--- src/rtl/store_write_buffer.sv ---
`default_nettype none
// ============================================================================
// Module   : store_write_buffer
// Purpose  : Posted-store FIFO between the MEM-stage store-lane aligner and
//            the data-side memory port. Lane-aligned stores are checked for
//            alignment, given byte strobes and queued. They are then drained
//            in order with at most one write outstanding over a
//            req / addr_ok / data_ok handshake. This lets the pipeline retire
//            a store without waiting for the memory write to complete.
// Params   : DEPTH - FIFO entries (power of two, 2..16)
//            AW    - address width
// Ports    : clk, resetn                     clock, async active-low reset
//            st_valid/st_size/st_addr/st_wdata
//                                            store request from MEM stage
//            st_ready, st_err                accept / illegal-request flags
//            sb_empty                        nothing queued, nothing in flight
//            ld_valid/ld_addr, ld_conflict   load probe and stall request
//            mem_req/mem_addr/mem_size/mem_wstrb/mem_wdata
//                                            registered write request
//            mem_addr_ok, mem_data_ok        memory accept / completion
// Config   : STBUF_RAW_CHK_EN - when defined, ld_conflict does an exact
//            word-address match against queued entries and the incoming
//            store. Otherwise any pending store stalls a load.
// Revision : 1.0 - initial release
// ============================================================================
module store_write_buffer #(
    parameter int DEPTH = 4,
    parameter int AW    = 32
) (
    input  logic          clk,
    input  logic          resetn,
    input  logic          st_valid,
    input  logic [1:0]    st_size,
    input  logic [AW-1:0] st_addr,
    input  logic [31:0]   st_wdata,
    output logic          st_ready,
    output logic          st_err,
    output logic          sb_empty,
    input  logic          ld_valid,
    input  logic [AW-1:0] ld_addr,
    output logic          ld_conflict,
    output logic          mem_req,
    output logic [AW-1:0] mem_addr,
    output logic [1:0]    mem_size,
    output logic [3:0]    mem_wstrb,
    output logic [31:0]   mem_wdata,
    input  logic          mem_addr_ok,
    input  logic          mem_data_ok
);

    localparam int               C_PW        = $clog2(DEPTH);
    localparam int               C_CW        = C_PW + 1;
    localparam logic [C_CW-1:0]  C_DEPTH_CNT = C_CW'(DEPTH);
    localparam logic [C_CW-1:0]  C_ONE_CNT   = C_CW'(1);
    localparam logic [C_PW-1:0]  C_ONE_PTR   = C_PW'(1);

    typedef enum logic [1:0] {
        S_IDLE = 2'd0,
        S_REQ  = 2'd1,
        S_WAIT = 2'd2
    } state_t;

    // Entry storage. Only the word address is kept, because the strobes
    // already carry the byte offset.
    logic [AW-3:0] r_addr_q [DEPTH];
    logic [1:0]    r_size_q [DEPTH];
    logic [3:0]    r_strb_q [DEPTH];
    logic [31:0]   r_data_q [DEPTH];

    logic [C_PW-1:0] r_wr_ptr;
    logic [C_PW-1:0] r_rd_ptr;
    logic [C_CW-1:0] r_count;
    state_t          r_state;

    logic            r_mem_req;
    logic [AW-1:0]   r_mem_addr;
    logic [1:0]      r_mem_size;
    logic [3:0]      r_mem_wstrb;
    logic [31:0]     r_mem_wdata;

    logic [3:0]      w_strb;
    logic            w_illegal;
    logic            w_push;
    logic            w_pop;
    logic [C_PW-1:0] w_rd_next;
    logic            w_more;
    logic            w_unused;

    // ------------------------------------------------------------------
    // Strobe generation and legality
    // ------------------------------------------------------------------
    always_comb begin
        w_strb    = 4'b0000;
        w_illegal = 1'b0;
        case (st_size)
            2'b00: w_strb = 4'b0001 << st_addr[1:0];
            2'b01: begin
                w_illegal = st_addr[0];
                w_strb    = st_addr[1] ? 4'b1100 : 4'b0011;
            end
            2'b10: begin
                w_illegal = (st_addr[1:0] != 2'b00);
                w_strb    = 4'b1111;
            end
            default: w_illegal = 1'b1;
        endcase
    end

    assign st_err   = st_valid & w_illegal;
    // A pop in the same cycle does not free a slot for a push into a full FIFO.
    assign st_ready = (r_count != C_DEPTH_CNT);
    assign sb_empty = (r_count == '0) && (r_state == S_IDLE);

    assign w_push    = st_valid & st_ready & ~w_illegal;
    assign w_pop     = ((r_state == S_REQ)  & mem_addr_ok & mem_data_ok) |
                       ((r_state == S_WAIT) & mem_data_ok);
    assign w_rd_next = r_rd_ptr + C_ONE_PTR;
    // An entry pushed in the popping cycle is not yet readable. That case
    // returns through IDLE, which gives the normal two-cycle latency.
    assign w_more    = (r_count > C_ONE_CNT);

    // ------------------------------------------------------------------
    // FIFO storage (no reset needed; occupancy is tracked by r_count)
    // ------------------------------------------------------------------
    always_ff @(posedge clk) begin
        if (w_push) begin
            r_addr_q[r_wr_ptr] <= st_addr[AW-1:2];
            r_size_q[r_wr_ptr] <= st_size;
            r_strb_q[r_wr_ptr] <= w_strb;
            r_data_q[r_wr_ptr] <= st_wdata;
        end
    end

    always_ff @(posedge clk or negedge resetn) begin
        if (!resetn) begin
            r_wr_ptr <= '0;
            r_rd_ptr <= '0;
            r_count  <= '0;
        end else begin
            if (w_push) r_wr_ptr <= r_wr_ptr + C_ONE_PTR;
            if (w_pop)  r_rd_ptr <= w_rd_next;
            case ({w_push, w_pop})
                2'b10:   r_count <= r_count + C_ONE_CNT;
                2'b01:   r_count <= r_count - C_ONE_CNT;
                default: r_count <= r_count;
            endcase
        end
    end

    // ------------------------------------------------------------------
    // Drain FSM with registered memory-side outputs
    // ------------------------------------------------------------------
    always_ff @(posedge clk or negedge resetn) begin
        if (!resetn) begin
            r_state     <= S_IDLE;
            r_mem_req   <= 1'b0;
            r_mem_addr  <= '0;
            r_mem_size  <= '0;
            r_mem_wstrb <= '0;
            r_mem_wdata <= '0;
        end else begin
            case (r_state)
                S_IDLE: begin
                    if (r_count != '0) begin
                        r_state     <= S_REQ;
                        r_mem_req   <= 1'b1;
                        r_mem_addr  <= {r_addr_q[r_rd_ptr], 2'b00};
                        r_mem_size  <= r_size_q[r_rd_ptr];
                        r_mem_wstrb <= r_strb_q[r_rd_ptr];
                        r_mem_wdata <= r_data_q[r_rd_ptr];
                    end
                end
                S_REQ: begin
                    if (mem_addr_ok && mem_data_ok) begin
                        if (w_more) begin
                            r_mem_addr  <= {r_addr_q[w_rd_next], 2'b00};
                            r_mem_size  <= r_size_q[w_rd_next];
                            r_mem_wstrb <= r_strb_q[w_rd_next];
                            r_mem_wdata <= r_data_q[w_rd_next];
                        end else begin
                            r_state   <= S_IDLE;
                            r_mem_req <= 1'b0;
                        end
                    end else if (mem_addr_ok) begin
                        r_state   <= S_WAIT;
                        r_mem_req <= 1'b0;
                    end
                end
                S_WAIT: begin
                    if (mem_data_ok) begin
                        if (w_more) begin
                            r_state     <= S_REQ;
                            r_mem_req   <= 1'b1;
                            r_mem_addr  <= {r_addr_q[w_rd_next], 2'b00};
                            r_mem_size  <= r_size_q[w_rd_next];
                            r_mem_wstrb <= r_strb_q[w_rd_next];
                            r_mem_wdata <= r_data_q[w_rd_next];
                        end else begin
                            r_state <= S_IDLE;
                        end
                    end
                end
                default: begin
                    r_state   <= S_IDLE;
                    r_mem_req <= 1'b0;
                end
            endcase
        end
    end

    assign mem_req   = r_mem_req;
    assign mem_addr  = r_mem_addr;
    assign mem_size  = r_mem_size;
    assign mem_wstrb = r_mem_wstrb;
    assign mem_wdata = r_mem_wdata;

    // ------------------------------------------------------------------
    // Load-after-store hazard detection
    // ------------------------------------------------------------------
`ifdef STBUF_RAW_CHK_EN
    logic [DEPTH-1:0] w_hit;

    for (genvar gi = 0; gi < DEPTH; gi++) begin : g_raw
        logic [C_PW-1:0] w_off;
        // A slot is live when its distance from the head is below the count.
        // The in-flight head is still counted, so it is included.
        assign w_off     = C_PW'(gi) - r_rd_ptr;
        assign w_hit[gi] = ({1'b0, w_off} < r_count) &&
                           (r_addr_q[gi] == ld_addr[AW-1:2]);
    end

    assign ld_conflict = ld_valid &
                         ((|w_hit) |
                          (st_valid & ~w_illegal &
                           (st_addr[AW-1:2] == ld_addr[AW-1:2])));
`else
    assign ld_conflict = ld_valid & (~sb_empty | (st_valid & ~w_illegal));
`endif

    assign w_unused = ^ld_addr;

endmodule
`default_nettype wire

--- config.mk ---
export PLATFORM = sky130hd
export DESIGN_NAME = store_write_buffer
export DESIGN_NICKNAME = d
export VERILOG_FILES = /design/src/rtl/store_write_buffer.sv
export SDC_FILE = /design/constraint.sdc
export NUM_CORES = 1
export LEC_CHECK = 0
export ABC_CLOCK_PERIOD_IN_PS = 4000
export BUFFER_PORTS_ARGS = -buffer_cell sky130_fd_sc_hd__buf_2
export CORE_AREA = 2 2 190 192
export CTS_BUF_LIST = sky130_fd_sc_hd__clkbuf_16
export DETAILED_ROUTE_END_ITERATION = 6
export DIE_AREA = 0 0 192 194
export PLACE_DENSITY = 0.66
export SKIP_CTS_REPAIR_TIMING = 1
export SYNTH_ARGS = -nofsm -noshare
export SYNTH_HDL_FRONTEND = slang
export SYNTH_SLANG_ARGS = --single-unit
--- constraint.sdc ---
create_clock -name clk -period 4 [get_ports clk]
set_input_delay 0 -clock clk [delete_from_list [all_inputs] [get_ports clk]]
set_output_delay 0 -clock clk [all_outputs]
set_load 0.02 [all_outputs]
==> results of run 1 <==
[placed cells by master, fill, tap and decap left out, types with 20 or more instances in the layout]
master,instances
edfxtp_1,272
buf_2,143
a211oi_1,132
dfrtp_1,76
mux2i_1,70
nor3b_1,68
dlygate4sd3_1,68
nor3_1,67
o22ai_1,67
a2bb2oi_1,66
mux2_2,51
clkbuf_16,39
inv_1,23
buf_4,20
[power by group through the flow]
stage          Clock [mW]  Combinational [mW]  Sequential (mW)
6_report             3.45                7.93             5.16
5_1_grt              3.66                8.56             5.24
4_1_cts              3.52                7.90             5.15
3_5_place_dp            0                7.88             5.22
3_3_place_gp            0                7.67             5.19
2_1_floorplan           0                5.58             5.49
[registers in the layout, indices dropped and copies added, names as in the netlist]
register	count
mem_addr	30
mem_req	1
mem_size	2
mem_wdata	32
mem_wstrb	4
r_addr_q	120
r_count	3
r_data_q	128
r_rd_ptr	2
r_size_q	8
r_state	2
r_strb_q	16
r_wr_ptr	2
[logic make-up after synthesis]
group | count (synthesis) | share of synthesized area, %
compound gates | 291 | 13.9
simple gates | 167 | 6.47
buf+inv | 119 | 3.30
mux | 140 | 10.0
xor+xnor | 6 | 0.337
fa+ha+maj | 13 | 1.04
flops | 350 | 64.9
other cells | 1 | 0.0241
[final cells by class]
class,count,area share [%]
Tap cell,461,3.08
Timing Repair Buffer,240,9.22
Sequential cell,350,54.1
Multi-Input combinational cell,619,26.7
Inverter,15,0.301
Clock buffer,39,5.21
Clock inverter,30,1.40
[critical path: cells and delay by family, from the launching register on]
family,cells,cell delay [ns]
AO/OA/AOI/OAI,2,0.33
buffers and inverters,3,0.93
multiplexers,1,0.18
flip-flops,1,0.38
adder cells (fa/ha/maj),1,0.33
AND/OR/NAND/NOR,1,0.57
[metal layers]
metal / GRT usage (%) / routed length, microns
met2: 32.3 / 17700
met5: 0 / 0
met1: 24.4 / 15900
met3: 4.13 / 2010
met4: 5.77 / 727
[worst paths after layout]
kind,from,endpoint,depth (start not counted),slack (ns)
setup / recovery,r_state[0],mem_addr[19],8,1.22
hold / removal,st_addr[1],r_strb_q[0][2],3,0.005
min in group asynchronous,resetn,mem_addr[25],2,0.12
setup reg to reg,r_state[0],mem_addr[19],8,1.22
max in group asynchronous,resetn,mem_wdata[30],3,2.96
hold reg to reg,mem_wdata[11],mem_wdata[11],1,0.50
==> results by group, run 1 <==
STA
  – Fin crit period: 2.78 ns
  – Final hold vios: 0
  – Final period utilization: 69.4%
  – Worst Max-Slew Pin Slew: 0.917 ns
  – Setup-failing EPs final: 0
  – Max-slew violation count: 0
  – RSZ-0062 raised after global routing: no
  – Hold WS: 0.00539 ns
  – Fmax achieved: 360 MHz
  – Skew final: 0.0163 ns
  – Slew headroom: 38.9%
  – Setup_tns: 0 ns
  – Min setup slack post-route: 1.22 ns

Worst setup path
  – CP Max Fanout: 62
  – Critical Path RT: 4.45 ns
  – Slowest cell on crit path: or2_4
  – CP startpoint kind: flop
  – Worst Path Class, Setup: flop to flop
  – Critical Path AT: 3.22 ns
  – Cell Chain, Critical Path: inv_1 -> ha_4 -> buf_4 -> or2_4 -> buf_12 -> o22ai_1 -> a2bb2oi_1 -> mux2_4
  – Critical Path End Type: flop
  – Slowest stage delay, CP: 0.57 ns

Place
  – Placer Congestion: 0.762
  – Placed inst area: 16800 sq um
  – Count of input and output buffers: 144
  – Setup WS pre-CTS: 1.18 ns
  – DP HPWL: 20400 microns
  – DP Cell Count: 1617

Power
  – Internal power: 10.3 mW
  – Maximum vdd ir drop: 595 uV
  – Tot Pwr: 16.5 mW
  – Net Switching: 6.25 mW
  – P_leak: 6.77 nW
  – Clock share of power: 20.9%
  – Pwr Density: 883 nW/um^2
  – Switching Fraction: 37.8%
  – Reg power frac: 31.2%
  – Power share of the combinational group: 48.0%

Layout
  – Fillers: 2912
  – Register area: 10100 sq um
  – Final std cells w/o fill: 1754
  – Multi-input gate area: 5010 sq um
  – Area grow syn2layout: 20.2%
  – Antenna diodes: 0
  – Nets: 1381
  – Layout cells sized above 1: 23.8%
  – Utilization after layout: 53.2%
  – Finished layout cell area: 18700 sq um

Global routing
  – Largest net degree at the start of global routing: 146
  – Vias in the first global route: 10100
  – GRT Residual Overflow: 0
  – Global-route wire length before repair: 55600 microns
  – Antenna violations before repair: 0
  – All-layer global routing usage: 19.0%

Synthesis
  – Mapped Area: 15600 sq um
  – Leading post-synthesis cells by cell area: edfxtp_1 52%, dfrtp_1 13%, a211oi_1 6.4%
  – Post-synthesis register bit count: 350
  – Cell taking the most area after synthesis: edfxtp_1
  – Commonest cells in the synthesized netlist: 272 x edfxtp_1, 132 x a211oi_1, 78 x dfrtp_1
  – Synth unique cells: 46
  – Top-area cell type share of the netlist area: 52.4%
  – Most numerous cell in the Yosys netlist: edfxtp_1
  – Post-synth EDFFs: 272
  – Post-Syn Instances: 1087
  – Synthesis Warnings: 0
  – Register area share after synthesis: 64.9%
  – Mean Syn Cell Area: 14.3 sq um
  – Ys async rst share: 22.3%
  – Main flop type after synthesis: edfxtp_1

Clock network
  – Clk buf depth: 3
  – CTS tree: done
  – Clk Latency, worst-skew pair: 0.52 ns
  – Clk sinks: 350
  – CTS Buf Count: 38
  – Clock-pin slew on the worst setup and hold paths: 0.06 ns
  – Root Buffer: clkbuf_16
  – Htree depth: 2

Detailed routing
  – WL final: 36400 microns
  – WL/cell: 20.8 microns
  – Vias/cell: 5.82
  – Antenna viol nets, final: 0
  – Routed via count: 10200
  – Pre-antenna DRT Iters: 5
  – # DRC: 0
  – DR iter-0 viols: 588

Die
  – I/O Pins: 179
  – Die height: 194 microns
  – Initial Util: 44.2%
  – Die Area: 37200 sq um
  – CORE AREA: 35200 sq um
  – Cell Rows: 69
  – Die Wd: 192 microns

Run
  – Max cap viols: 0

Status
  – Status: finished clean

Hold path
  – Worst hold path type: primary input to flop
Note: power is estimated with default switching activity, not from simulation.
==> run 2, diff against run 1 <==
--- a/config.mk
+++ b/config.mk
@@ -5,13 +5,12 @@
 export SDC_FILE = /design/constraint.sdc
 export NUM_CORES = 1
 export LEC_CHECK = 0
-export ABC_CLOCK_PERIOD_IN_PS = 4000
+export ABC_CLOCK_PERIOD_IN_PS = 2800
 export BUFFER_PORTS_ARGS = -buffer_cell sky130_fd_sc_hd__buf_2
 export CORE_AREA = 2 2 190 192
 export CTS_BUF_LIST = sky130_fd_sc_hd__clkbuf_16
 export DETAILED_ROUTE_END_ITERATION = 6
 export DIE_AREA = 0 0 192 194
-export PLACE_DENSITY = 0.66
 export SKIP_CTS_REPAIR_TIMING = 1
 export SYNTH_ARGS = -nofsm -noshare
 export SYNTH_HDL_FRONTEND = slang
==> constraint.sdc (replaced) <==
create_clock -name clk -period 2.8 [get_ports clk]
set_input_delay 0 -clock clk [delete_from_list [all_inputs] [get_ports clk]]
set_output_delay 0 -clock clk [all_outputs]
set_load 0.02 [all_outputs]
==> run 2 against run 1 <==
Sequential share of layout area is 0.062 points higher. First-iteration DRC count is 0.68% lower. Sequential power is 42% higher. Clock power is 32% higher. Combinational power is 44% higher. Die area stayed put. Power is 41% higher. Sequential cell count stayed put.
==> results by group, run 2 (synthesis results as in run 1) <==
Status
  – Status: finished clean

Detailed routing
  – Pre-antenna DRT Iters: 5 (unchanged)
  – # DRC: 0 (unchanged)
  – Antenna viol nets, final: 0 (unchanged)
  – WL final: 36300 microns (-0.39%)
  – Vias/cell: 5.76 (-1.0%)
  – DR iter-0 viols: 584 (-0.68%)
  – Routed via count: 10100 (-0.77%)
  – WL/cell: 20.6 microns (-0.62%)

Place
  – DP HPWL: 20100 microns (-1.5%)
  – Placer Congestion: 0.703 (-7.7%)
  – DP Cell Count: 1619 (+0.12%)
  – Count of input and output buffers: 144 (unchanged)

Layout
  – Register area: 10100 sq um (unchanged)
  – Area grow syn2layout: 20.1%
  – Nets: 1384 (+0.22%)
  – Multi-input gate area: 5010 sq um (unchanged)
  – Most flop-heavy register: r_data_q
  – Commonest non-fill, non-tap cell in the layout: edfxtp_1
  – Fillers: 2953 (+1.4%)
  – Commonest non-fill, non-tap cells in the layout: 272 x edfxtp_1, 143 x buf_2, 132 x a211oi_1, 76 x dfrtp_1, 70 x mux2i_1
  – Antenna diodes: 0 (unchanged)
  – Largest register FFs: 128 (unchanged)
  – Utilization after layout: 53.1% (-0.060 points)
  – Final std cells w/o fill: 1758 (+0.23%)
  – Layout cells sized above 1: 23.4% (-0.38 points)

Worst setup path
  – Critical Path AT: 3.01 ns (-0.21 ns)
  – Critical Path RT: 3.26 ns (-1.19 ns)
  – Path depth of the worst reg2reg path: 8 (unchanged)
  – RR Startpoint: r_state[0]
  – Worst Path Class, Setup: flop to flop
  – CP Max Fanout: 43 (-31%)
  – Critical Path End Type: flop
  – R2R setup slack: 0.25 ns (-0.97 ns)
  – RR Endpoint: mem_wstrb[3]
  – CP startpoint kind: flop

Global routing
  – Antenna violations before repair: 0 (unchanged)
  – GRT Residual Overflow: 0 (unchanged)
  – Largest net degree at the start of global routing: 82 (-44%)
  – Global-route wire length before repair: 55000 microns (-1.0%)
  – All-layer global routing usage: 19.1% (+0.043 points)
  – Vias in the first global route: 10100 (+0.43%)

Power
  – P_leak: 6.76 nW (-0.12%)
  – Maximum vdd ir drop: 735 uV (+23%)
  – Switching Fraction: 38.1% (+0.33 points)
  – Power share of the combinational group: 49.0% (+1.0 points)
  – Internal power: 14.4 mW (+40%)
  – Pwr Density: 1250 nW/um^2 (+41%)
  – Reg power frac: 31.5% (+0.3 points)
  – Clock share of power: 19.6% (-1.3 points)
  – Net Switching: 8.88 mW (+42%)

STA
  – Hold WS: 0.00376 ns (-0.00163 ns)
  – Max-slew violation count: 0 (unchanged)
  – Setup-failing EPs final: 0 (unchanged)
  – Skew final: 0.0139 ns (-0.00241 ns)
  – RSZ-0062 raised after global routing: no
  – Final period utilization: 91.1% (+22 points)
  – Worst Max-Slew Pin Slew: 0.753 ns (-0.164 ns)
  – Fmax achieved: 392 MHz (+8.9%)
  – Slew headroom: 49.8% (+11 points)
  – Final hold vios: 0 (unchanged)
  – Fin crit period: 2.55 ns (-0.226 ns)

Die
  – Cell Rows: 69 (unchanged)
  – Die height: 194 microns (unchanged)
  – Die Wd: 192 microns (unchanged)
  – Die Area: 37200 sq um (unchanged)
  – I/O Pins: 179 (unchanged)
  – CORE AREA: 35200 sq um (unchanged)
  – Initial Util: 44.2% (unchanged)

Hold path
  – Worst hold start: st_addr[1]
  – WHS Path Cells: 3 (unchanged)
  – Worst Hold End: r_strb_q[1][2]
  – Worst hold path type: primary input to flop

Clock network
  – Clock-pin slew on the worst setup and hold paths: 0.06 ns (about the same)
  – CTS Buf Count: 39 (+2.6%)
  – Clk sinks: 350 (unchanged)
  – Htree depth: 2 (unchanged)
  – Clk Latency, worst-skew pair: 0.52 ns (about the same)
  – Clk buf depth: 3 (unchanged)
  – Root Buffer: clkbuf_16
  – CTS tree: done

Run
  – Max cap viols: 0 (unchanged)
[run 2: layout make-up]
class                      instances  share of cell area [%]
clock buffer                      41                    5.48
clock inverter                    30                   0.669
inverter                          15                   0.301
multi-input combinational        619                    26.8
sequential                       350                    54.1
tap                              461                    3.08
timing repair buffer             242                    9.57
[run 2: power groups by stage]
stage               clock network, mW  logic (mW)  registers, mW
finish                           4.56        11.4           7.33
floorplan                           0        7.97           7.82
detailed placement                  0        11.4           7.44
global placement                    0        11.2           7.41
global route                     4.89        12.3           7.44
CTS                              4.68        11.5           7.34
[run 2: worst max-delay path by stage]
stage | endpoint | depth (start not counted) | from
5_1_grt | mem_wdata[3] | 8 | r_state[0]
2_1_floorplan | r_addr_q[0][0] | 6 | r_count[0]
3_5_place_dp | mem_wstrb[3] | 8 | r_state[0]
6_report | mem_wstrb[3] | 8 | r_state[0]
3_3_place_gp | mem_wstrb[3] | 8 | r_state[0]
4_1_cts | mem_wstrb[3] | 8 | r_state[0]
[run 2: layer usage]
layer	GRT usage (%)	up-vias	share of wire [%]
met5	0	-	0
met4	5.99	0	1.6
met3	3.42	46	4.8
met2	33.0	256	51
met1	24.2	5110	43
li1	-	4718	-
[run 2: per-stage QoR]
stage / power [mW] / area, sq um / worst slack (ns) / setup TNS [ns]
after floorplan: 15.8 / 15600 / -0.548 / -149.07
after global placement: 18.6 / 16900 / 0.338 / 0
after detailed placement: 18.9 / 16900 / 0.245 / 0
after CTS: 23.5 / 18000 / 0.239 / 0
after global routing: 24.7 / 18700 / 0.0829 / 0
final: 23.3 / 18700 / 0.250 / 0
[run 2: worst max-delay path, stage by stage, from the launching register on]
cell and delay (ns):
dfrtp_1 0.38, inv_1 0.11, ha_4 0.45, buf_4 0.45
inv_2 0.13, buf_12 0.21, a211oi_1 0.24, a2bb2oi_1 0.31
mux2_2 0.20
